==> config.mk <==
export PLATFORM = sky130hd
export DESIGN_NAME = frg_eval_arbiter_flat
export DESIGN_NICKNAME = d
export VERILOG_FILES = /design/src/rtl/frg_eval_arbiter_if.sv /design/src/rtl/frg_eval_arbiter.sv /design/src/flat_wrapper.sv
export SDC_FILE = /design/constraint.sdc
export NUM_CORES = 1
export LEC_CHECK = 0
export BUFFER_PORTS_ARGS = -buffer_cell sky130_fd_sc_hd__buf_2
export CAP_MARGIN = 20
export CORE_ASPECT_RATIO = 0.5
export CORE_MARGIN = 2
export CORE_UTILIZATION = 48
export CTS_BUF_LIST = sky130_fd_sc_hd__clkbuf_8 sky130_fd_sc_hd__clkbuf_16
export DETAILED_ROUTE_END_ITERATION = 8
export PLACE_DENSITY_LB_ADDON = 0.1
export SYNTH_ARGS = -nofsm -noshare
export SYNTH_HDL_FRONTEND = slang
export SYNTH_SLANG_ARGS = --single-unit
==> constraint.sdc <==
create_clock -name clk -period 3 [get_ports clk]
set_input_delay 0.15 -clock clk [delete_from_list [all_inputs] [get_ports clk]]
set_output_delay 0.15 -clock clk [all_outputs]
set_load 0.005 [all_outputs]
==> src/rtl/frg_eval_arbiter_if.sv <==
// rtl/frg_eval_arbiter_if.sv - requester, core and response signals of the evaluation arbiter
// The slave modport is the arbiter's view; master is the harness/core side.
interface frg_eval_arbiter_if #(
  parameter int NREQ  = 4,
  parameter int IN_W  = 28,
  parameter int OUT_W = 3,
  parameter int IDW   = $clog2(NREQ)
);
  logic [NREQ-1:0]      req_valid;
  logic [NREQ*IN_W-1:0] req_vec;
  logic [NREQ-1:0]      req_ready;
  logic [IN_W-1:0]      core_in;
  logic [OUT_W-1:0]     core_out;
  logic                 rsp_valid;
  logic [IDW-1:0]       rsp_id;
  logic [OUT_W-1:0]     rsp_data;
  logic                 rsp_ready;
  logic                 busy;

  modport slave (
    input  req_valid, req_vec, core_out, rsp_ready,
    output req_ready, core_in, rsp_valid, rsp_id, rsp_data, busy
  );

  modport master (
    output req_valid, req_vec, core_out, rsp_ready,
    input  req_ready, core_in, rsp_valid, rsp_id, rsp_data, busy
  );
endinterface

==> src/rtl/frg_eval_arbiter.sv <==
// rtl/frg_eval_arbiter.sv - round-robin sequencer sharing one combinational evaluation core
// Grants one requester, holds its vector on the core for SETTLE cycles, returns the sampled result.
module frg_eval_arbiter #(
  parameter int NREQ   = 4,
  parameter int IN_W   = 28,
  parameter int OUT_W  = 3,
  parameter int SETTLE = 2,
  parameter int IDW    = $clog2(NREQ)
) (
  input  logic                clk,
  input  logic                rst_n,
  frg_eval_arbiter_if.slave   bus
);
  localparam int CW = (SETTLE > 1) ? $clog2(SETTLE) : 1;

  typedef enum logic [1:0] {IDLE, WAIT, RESP} state_t;

  state_t           state;
  logic [IDW-1:0]   rr_ptr;
  logic [IDW-1:0]   grant_id;
  logic [CW-1:0]    cnt;
  logic [IN_W-1:0]  core_in_r;
  logic             rsp_valid_r;
  logic [IDW-1:0]   rsp_id_r;
  logic [OUT_W-1:0] rsp_data_r;

  logic             found;
  logic [IDW-1:0]   winner;
  logic [NREQ-1:0]  grant_vec;
  int               idx;

  // First valid requester at or after rr_ptr, wrapping past NREQ-1.
  always_comb begin
    found  = 1'b0;
    winner = '0;
    idx    = 0;
    for (int k = 0; k < NREQ; k++) begin
      idx = int'(rr_ptr) + k;
      if (idx >= NREQ) idx = idx - NREQ;
      if (!found && bus.req_valid[idx]) begin
        found  = 1'b1;
        winner = IDW'(idx);
      end
    end
  end

  always_comb begin
    grant_vec = '0;
    if (rst_n && state == IDLE && found) grant_vec[winner] = 1'b1;
  end

  always_ff @(posedge clk or negedge rst_n) begin
    if (!rst_n) begin
      state       <= IDLE;
      rr_ptr      <= '0;
      grant_id    <= '0;
      cnt         <= '0;
      core_in_r   <= '0;
      rsp_valid_r <= 1'b0;
      rsp_id_r    <= '0;
      rsp_data_r  <= '0;
    end else begin
      case (state)
        IDLE: begin
          if (found) begin
            core_in_r <= bus.req_vec[int'(winner)*IN_W +: IN_W];
            grant_id  <= winner;
            cnt       <= CW'(SETTLE - 1);
            state     <= WAIT;
          end
        end
        WAIT: begin
          if (cnt != '0) begin
            cnt <= cnt - 1'b1;
          end else begin
            rsp_data_r  <= bus.core_out;
            rsp_id_r    <= grant_id;
            rsp_valid_r <= 1'b1;
            state       <= RESP;
          end
        end
        RESP: begin
          if (bus.rsp_ready) begin
            rsp_valid_r <= 1'b0;
            rr_ptr      <= (grant_id == IDW'(NREQ - 1)) ? '0 : grant_id + 1'b1;
            state       <= IDLE;
          end
        end
        default: state <= IDLE;
      endcase
    end
  end

  assign bus.req_ready = grant_vec;
  assign bus.core_in   = core_in_r;
  assign bus.rsp_valid = rsp_valid_r;
  assign bus.rsp_id    = rsp_id_r;
  assign bus.rsp_data  = rsp_data_r;
  assign bus.busy      = (state != IDLE);
endmodule

==> src/flat_wrapper.sv <==
// flat-port wrapper written by rule: the top's interface ports become plain ports
module frg_eval_arbiter_flat 
#(
  parameter int NREQ   = 4,
  parameter int IN_W   = 28,
  parameter int OUT_W  = 3,
  parameter int SETTLE = 2,
  parameter int IDW    = $clog2(NREQ)
)
  (clk, rst_n, bus_req_valid, bus_req_vec, bus_core_out, bus_rsp_ready, bus_req_ready, bus_core_in, bus_rsp_valid, bus_rsp_id, bus_rsp_data, bus_busy);
  frg_eval_arbiter_if #(.NREQ(NREQ), .IN_W(IN_W), .OUT_W(OUT_W), .IDW(IDW)) bus_i ();
  input  logic clk;
  input  logic rst_n;
  input wire logic [$bits(bus_i.req_valid)-1:0] bus_req_valid;
  input wire logic [$bits(bus_i.req_vec)-1:0] bus_req_vec;
  input wire logic [$bits(bus_i.core_out)-1:0] bus_core_out;
  input wire logic [$bits(bus_i.rsp_ready)-1:0] bus_rsp_ready;
  output wire logic [$bits(bus_i.req_ready)-1:0] bus_req_ready;
  output wire logic [$bits(bus_i.core_in)-1:0] bus_core_in;
  output wire logic [$bits(bus_i.rsp_valid)-1:0] bus_rsp_valid;
  output wire logic [$bits(bus_i.rsp_id)-1:0] bus_rsp_id;
  output wire logic [$bits(bus_i.rsp_data)-1:0] bus_rsp_data;
  output wire logic [$bits(bus_i.busy)-1:0] bus_busy;
  assign bus_i.req_valid = bus_req_valid;
  assign bus_i.req_vec = bus_req_vec;
  assign bus_i.core_out = bus_core_out;
  assign bus_i.rsp_ready = bus_rsp_ready;
  assign bus_req_ready = bus_i.req_ready;
  assign bus_core_in = bus_i.core_in;
  assign bus_rsp_valid = bus_i.rsp_valid;
  assign bus_rsp_id = bus_i.rsp_id;
  assign bus_rsp_data = bus_i.rsp_data;
  assign bus_busy = bus_i.busy;
  frg_eval_arbiter #(.NREQ(NREQ), .IN_W(IN_W), .OUT_W(OUT_W), .SETTLE(SETTLE), .IDW(IDW)) u_core (.clk(clk), .rst_n(rst_n), .bus(bus_i));
endmodule
Word-level counts from Yosys, hierarchy flattened
Index checks and enable logic that the tools add are counted.
{ "totals": {"inputBits": 122, "output_inout_bits": 39, "elab_cells": 93, "ff_bits": 41} }
{ "op_classes": {"bitwise": 1, "muxes": 38, "reduce_logical": 19, "n_lt_le_gt_ge": 10, "n_mul": 1, "n_eq_ne": 6, "n_shift": 1, "n_addsub": 9} }
{ "op_table": {"columns": ["operator", "count"], "rows": [
  ["less-than comparator 32 x 4 -> 1 bit, second input constant", 4],
  ["2-to-1 mux 32 bit", 4],
  ["indexed part select 112 x 32 -> 28 bit", 1],
  ["greater-or-equal comparator 32 x 4 -> 1 bit, second input constant", 3],
  ["subtractor 32 x 4 -> 32 bit, second input constant", 3],
  ["2-to-1 mux 1 bit", 17],
  ["2-to-1 mux 2 bit", 8],
  ["binary-select mux 1 bit (select 2 bit)", 4],
  ["AND reduction 2 bit", 4],
  ["adder 2 x 2 -> 3 bit, second input constant", 2],
  ["logical AND 1 bit", 6],
  ["one-hot mux 2 bit (3 select lines)", 1],
  ["AND reduction 3 bit", 2],
  ["nonzero test 2 bit", 3],
  ["multiplier 2 x 3 -> 5 bit, second input constant", 1],
  ["equality test 2 bit, second input constant", 2],
  ["2-to-1 mux 4 bit", 1],
  ["!= test 2 bit, second input constant", 2],
  ["one-hot mux 1 bit (2 select lines)", 2],
  ["subtractor 2 x 3 -> 4 bit, second input constant", 1],
  ["adder 2 x 1 -> 3 bit, second input constant", 1],
  ["greater-or-equal comparator 2 x 3 -> 1 bit, second input constant", 1],
  ["logical NOT 1 bit", 3],
  ["less-than comparator 2 x 3 -> 1 bit, second input constant", 1],
  ["8 further kinds", 8]
]} }

Depth between registers and ports, before layout
{ "logic_depth": {"ltp_word": 20, "mapped_depth": 8, "ltp_nobuf": 5} }

Worst setup path after synthesis
OpenSTA, ideal clock, no wires.
{ "synth_path": {"path_type": "flip-flop to flip-flop", "from": "register u_core.rr_ptr[1]", "to": "register u_core.core_in_r[22] (netlist: u_core.bus.core_in[22])", "synth_period_minus_slack_ps": 1730, "path_buffers": 1, "arrival_ps": 1612, "stages_incl_launch_ff": 7, "slack_ps": 1270, "setup_ps": 118, "required_ps": 2882, "path_cell_list": "dfrtp_1 -> nand2b_1 -> and3_1 -> a211o_1 -> buf_6 -> mux2_4 -> a21o_1"} }
{ "synth_between": {"elab_chain_len": 17, "word_cells_on_any_way": 44, "cone_classes": "add/sub: 7; mul: 1; order compare: 4; shift: 1; mux: 24; reduce/logical: 7"} }
{ "synth_lines": {"columns": ["item", "line", "rtl"], "rows": [
  ["from (decl)", "frg_eval_arbiter.sv:19", "logic [IDW-1:0] rr_ptr;"],
  ["from (signal assigned)", "frg_eval_arbiter.sv:85", "rr_ptr <= (grant_id == IDW'(NREQ - 1)) ? '0 : grant_id + 1'b1;"],
  ["branches (longest 17 deep; another with subtractor 32 x 4 -> 32 bit)", null, null],
  ["to (signal assigned)", "frg_eval_arbiter.sv:66", "core_in_r <= bus.req_vec[int'(winner)*IN_W +: IN_W];"],
  ["to (decl)", "frg_eval_arbiter.sv:22", "logic [IN_W-1:0] core_in_r;"]
]} }
Parallel ways; which one is timed is not known. The select of a mux whose other input is x is not followed.
A chain may end at the register's enable or synchronous reset.

Worst setup path in the final report
{ "layout_path": {"from": "register u_core.state[1]", "to": "output port bus_req_ready[3]"} }
{ "layout_between": {"elab_chain_len": 4} }
{ "layout_lines": {"columns": ["item", "line", "rtl"], "rows": [
  ["from (decl)", "frg_eval_arbiter.sv:18", "state_t state;"],
  ["from (signal assigned)", "frg_eval_arbiter.sv:54", "state <= IDLE;"],
  ["from (signal assigned)", "frg_eval_arbiter.sv:69", "state <= WAIT;"],
  ["from (signal assigned)", "frg_eval_arbiter.sv:79", "state <= RESP;"],
  ["logical NOT 2 bit", "frg_eval_arbiter.sv:49", "if (rst_n && state == IDLE && found) grant_vec[winner] = 1'b1;"],
  ["logical AND 1 bit (2 in a row)", "frg_eval_arbiter.sv:49", null],
  ["2-to-1 mux 4 bit", "frg_eval_arbiter.sv:49", null],
  ["to (decl)", "flat_wrapper.sv:18", "output wire logic [$bits(bus_i.req_ready)-1:0] bus_req_ready;"]
]} }
No other way between the ends.

==> results.py <==
metrics = {
    "synth": {
        "syn_nets": 432,
        "synthMostInstantiatedCell": "nor2_1",
        "yosys-top-cells-area": "dfrtp_1 38%, mux2_4 10%, nor2_1 7.6%, a21o_1 5.5%, a31oi_1 4.3%",
        "yosysWarnings": 0,
        "synth_common_cells": "55 x nor2_1, 41 x dfrtp_1, 26 x nand2_1, 20 x a21o_1",
        "yosys_register_bits": 41,
        "syn_area_per_cell_um2": 8.847,
        "synth_edf_count": 0,
        "async_flop_share_pct": 100.0,
        "seq_area_frac_synth_pct": 37.53,
        "ys_types": 35,
        "synth_flop_cell": "dfrtp_1",
        "synth_top_cell_by_area": "dfrtp_1",
        "yosysTopAreaCellShare_pct": 37.53,
        "synth_area_um2": 2734,
        "syn_inst": 309,
    },
    "clock_network": {
        "cts_sinks": 41,
        "path_clk_slew_ns": 0.06,
        "cts_root_buffer": "clkbuf_16",
        "cts.htree.levels": 2,
        "insertion_delay_ns": 0.28,
        "numCtsBuffers": 5,
        "cts_tree": "built",
        "clk_path_buf_depth": 2,
    },
    "final_layout": {
        "diodes": 0,
        "fin_area_um2": 3709,
        "final_core_util_pct": 67.53,
        "fillerInstances": 462,
        "synthToLayoutAreaGrowth_pct": 35.65,
        "nets": 578,
        "layout-drive-gt1-share_pct": 45.18,
    },
    "drt": {
        "dr.pass1.iters": 5,
        "route.met3.wl_um": 627,
        "drt_iter0_markers": 226,
        "remaining_drc_errors": 0,
        "drtAntennaViolNets": 0,
        "wl_met1_mm": 3.350,
        "via_per_inst": 5.611,
        "wire_per_inst_um": 15.42,
        "routed_wirelength_mm": 8.158,
        "vias": 2968,
        "route.met2.wl_mm": 4.103,
        "topRoutingLayerUsed": "met4",
    },
    "critical_path": {
        "worstSetupEndpointType": "primary output",
        "critPathLaunch": "u_core.state[1]",
        "r2r_end": "u_core.bus.core_in[17]",
        "crit_chain": "or2_2, nor2_4, nand2_1, nor2b_1, buf_2",
        "worstSetupStartpointType": "flop",
        "crit_type": "flop to primary output",
        "crit_family": "simple AND/OR/NAND/NOR gates",
        "r2r_start": "u_core.state[1]",
        "worst_ep_required_time_ns": 2.85,
        "ff2ff_path_depth": 6,
        "crit_slowest_cell": "nor2_4",
        "critical_path_arrival_ns": 2.37,
        "critPathMaxFanout": 50,
        "slowest_delay_ns": 0.81,
        "cp_num_cells": 5,
        "crit_end": "bus_req_ready[3]",
        "reg2reg_setup_slack_ns": 0.70,
        "critPathBufInv": 1,
    },
    "floorplan": {
        "std_cell_rows": 19,
        "core_um2": 5492,
        "die_width_um": 110.7,
        "io-pin-count": 161,
        "start_util_pct": 49.78,
        "die_h_um": 57.37,
        "die-area_um2": 6352,
    },
    "min_path": {
        "hold_path_class": "primary input to flop",
        "min_from": "bus_core_out[2]",
    },
    "global_routing": {
        "grt_max_degree": 51,
        "grt_pass1_vias": 2857,
        "grt_overflow": 0,
        "grt_usage_pct": 25.68,
        "antenna_found_initial": 0,
        "grt_pass1_wl_mm": 13.13,
    },
    "run": {
        "cap_violations": 0,
    },
    "power": {
        "p_leak_uw": 0.001900,
        "ir_drop_mv": 0.5070,
        "power_frac_clock_pct": 16.0,
        "seqPwrFrac_pct": 29.7,
        "switching_share_pct": 40.42,
        "p_sw_uw": 1376,
        "internal_power_uw": 2029,
        "pwr-share-comb_pct": 54.3,
        "p_per_area_nw_per_um2": 918.0,
    },
    "sta": {
        "relSlewSlack_pct": 31.65,
        "hold_viol": 0,
        "maxSlewViolCount": 0,
        "fin_crit_sh_pct": 84.04,
        "rsz0062_at_grt": "false",
        "finalSetupViolCount": 0,
        "fin_crit_ns": 2.521,
        "tns_ns": 0,
        "fmax_mhz": 396.6,
        "finClkSkew_ns": 0.007374,
        "tightest_slew_ns": 1.023,
    },
    "placed_design": {
        "placed_cell_area_um2": 3546,
        "dpl.hpwl_mm": 5.822,
        "place_congestion": 0.8184,
        "port_buffers": 160,
    },
    "status": {
        "outcome": "finished clean",
    },
}
-- how the worst min path moves through the flow --
stage / endpoint / slack, ns / cells past startpoint
global route: u_core.bus.rsp_data[0] / 0.10 / 2
CTS: u_core.bus.rsp_data[2] / 0.1 / 2
detailed placement: u_core.bus.rsp_data[0] / 0.18 / 1
finish: u_core.bus.rsp_data[2] / 0.1 / 2
global placement: u_core.bus.rsp_data[0] / 0.18 / 1
floorplan: u_core.bus.core_in[0] / -0.15 / 0
-- metrics by stage --
step	std cells	power [µW]	worst slack, ns	hold slack, ns
4_1_cts	529	3414	0.5184	0.09571
6_report	529	3404	0.4789	0.09674
5_1_grt	529	3666	0.2876	0.1043
2_1_floorplan	309	2278	1.270	-0.1456
3_5_place_dp	520	2848	0.7519	0.1826
3_3_place_gp	520	2769	0.8316	0.1768
-- power by group through the flow --
stage | sequential [µW] | combinational, µW | clock [µW]
floorplan | 1000 | 1280 | 0
global placement | 1000 | 1770 | 0
detailed placement | 1010 | 1830 | 0
CTS | 1010 | 1850 | 553
global route | 1040 | 2040 | 581
finish | 1010 | 1850 | 545
-- state kept, by name, indices dropped and copies added, names as in the netlist --
name	flops
u_core.rr_ptr	2
u_core.state	2
u_core.cnt	1
u_core.bus.core_in	28
u_core.grant_id	2
u_core.bus.rsp_valid	1
u_core.bus.rsp_data	3
u_core.bus.rsp_id	2
-- worst reg2reg max path, stage by stage (launching register included) --
cell,delay (ns)
dfrtp_1,0.45
or2_2,0.37
nor2_4,0.81
buf_4,0.31
nor2_1,0.07
a31oi_1,0.14
a21o_1,0.10
-- final cells by class --
class	count	area [µm²]	area share [%]
clock inverter	2	13.76	0.3711
multi-input combinational	236	1572	42.38
sequential	41	1026	27.67
inverter	5	18.77	0.5061
clock buffer	6	138.9	3.745
timing repair buffer	166	848.3	22.87
tap	73	91.34	2.463
-- layer usage --
metal | global-route usage, % | vias to the layer above
met5 | 0 | -
met4 | 7.321 | 0
met3 | 6.695 | 8
met2 | 47.85 | 136
met1 | 29.91 | 1398
li1 | - | 1426
-- cells in the final DEF, fill, tap and decap left out, types with 6 or more instances in the layout --
cell type,n
a21o_1,20
dfrtp_1,41
mux2i_1,9
o22ai_1,10
nand4_1,19
buf_2,160
a221oi_1,9
mux2_4,19
mux2_2,6
nor2_1,54
o21ai_0,14
a31oi_1,19
nand2_1,26
-- cells by family (layout without fill, tap and decap cells) --
logic type	Yosys count	after routing	synth area share, %
fa+ha+maj	1	1	0.4576
flops	41	41	37.53
compound gates	85	85	20.96
buf+inv	32	179	5.538
simple gates	116	116	19.31
mux	34	34	16.20
-- what timing repair did --
| action | in CTS | in global routing |
|---|---|---|
| gates resized for setup | 0 | 0 |
| hold buffers | 1 | 0 |
| setup buffers | 0 | 0 |
| endpoints found under the hold margin | 22 | 0 |
(Power assumes the default switching activity.)
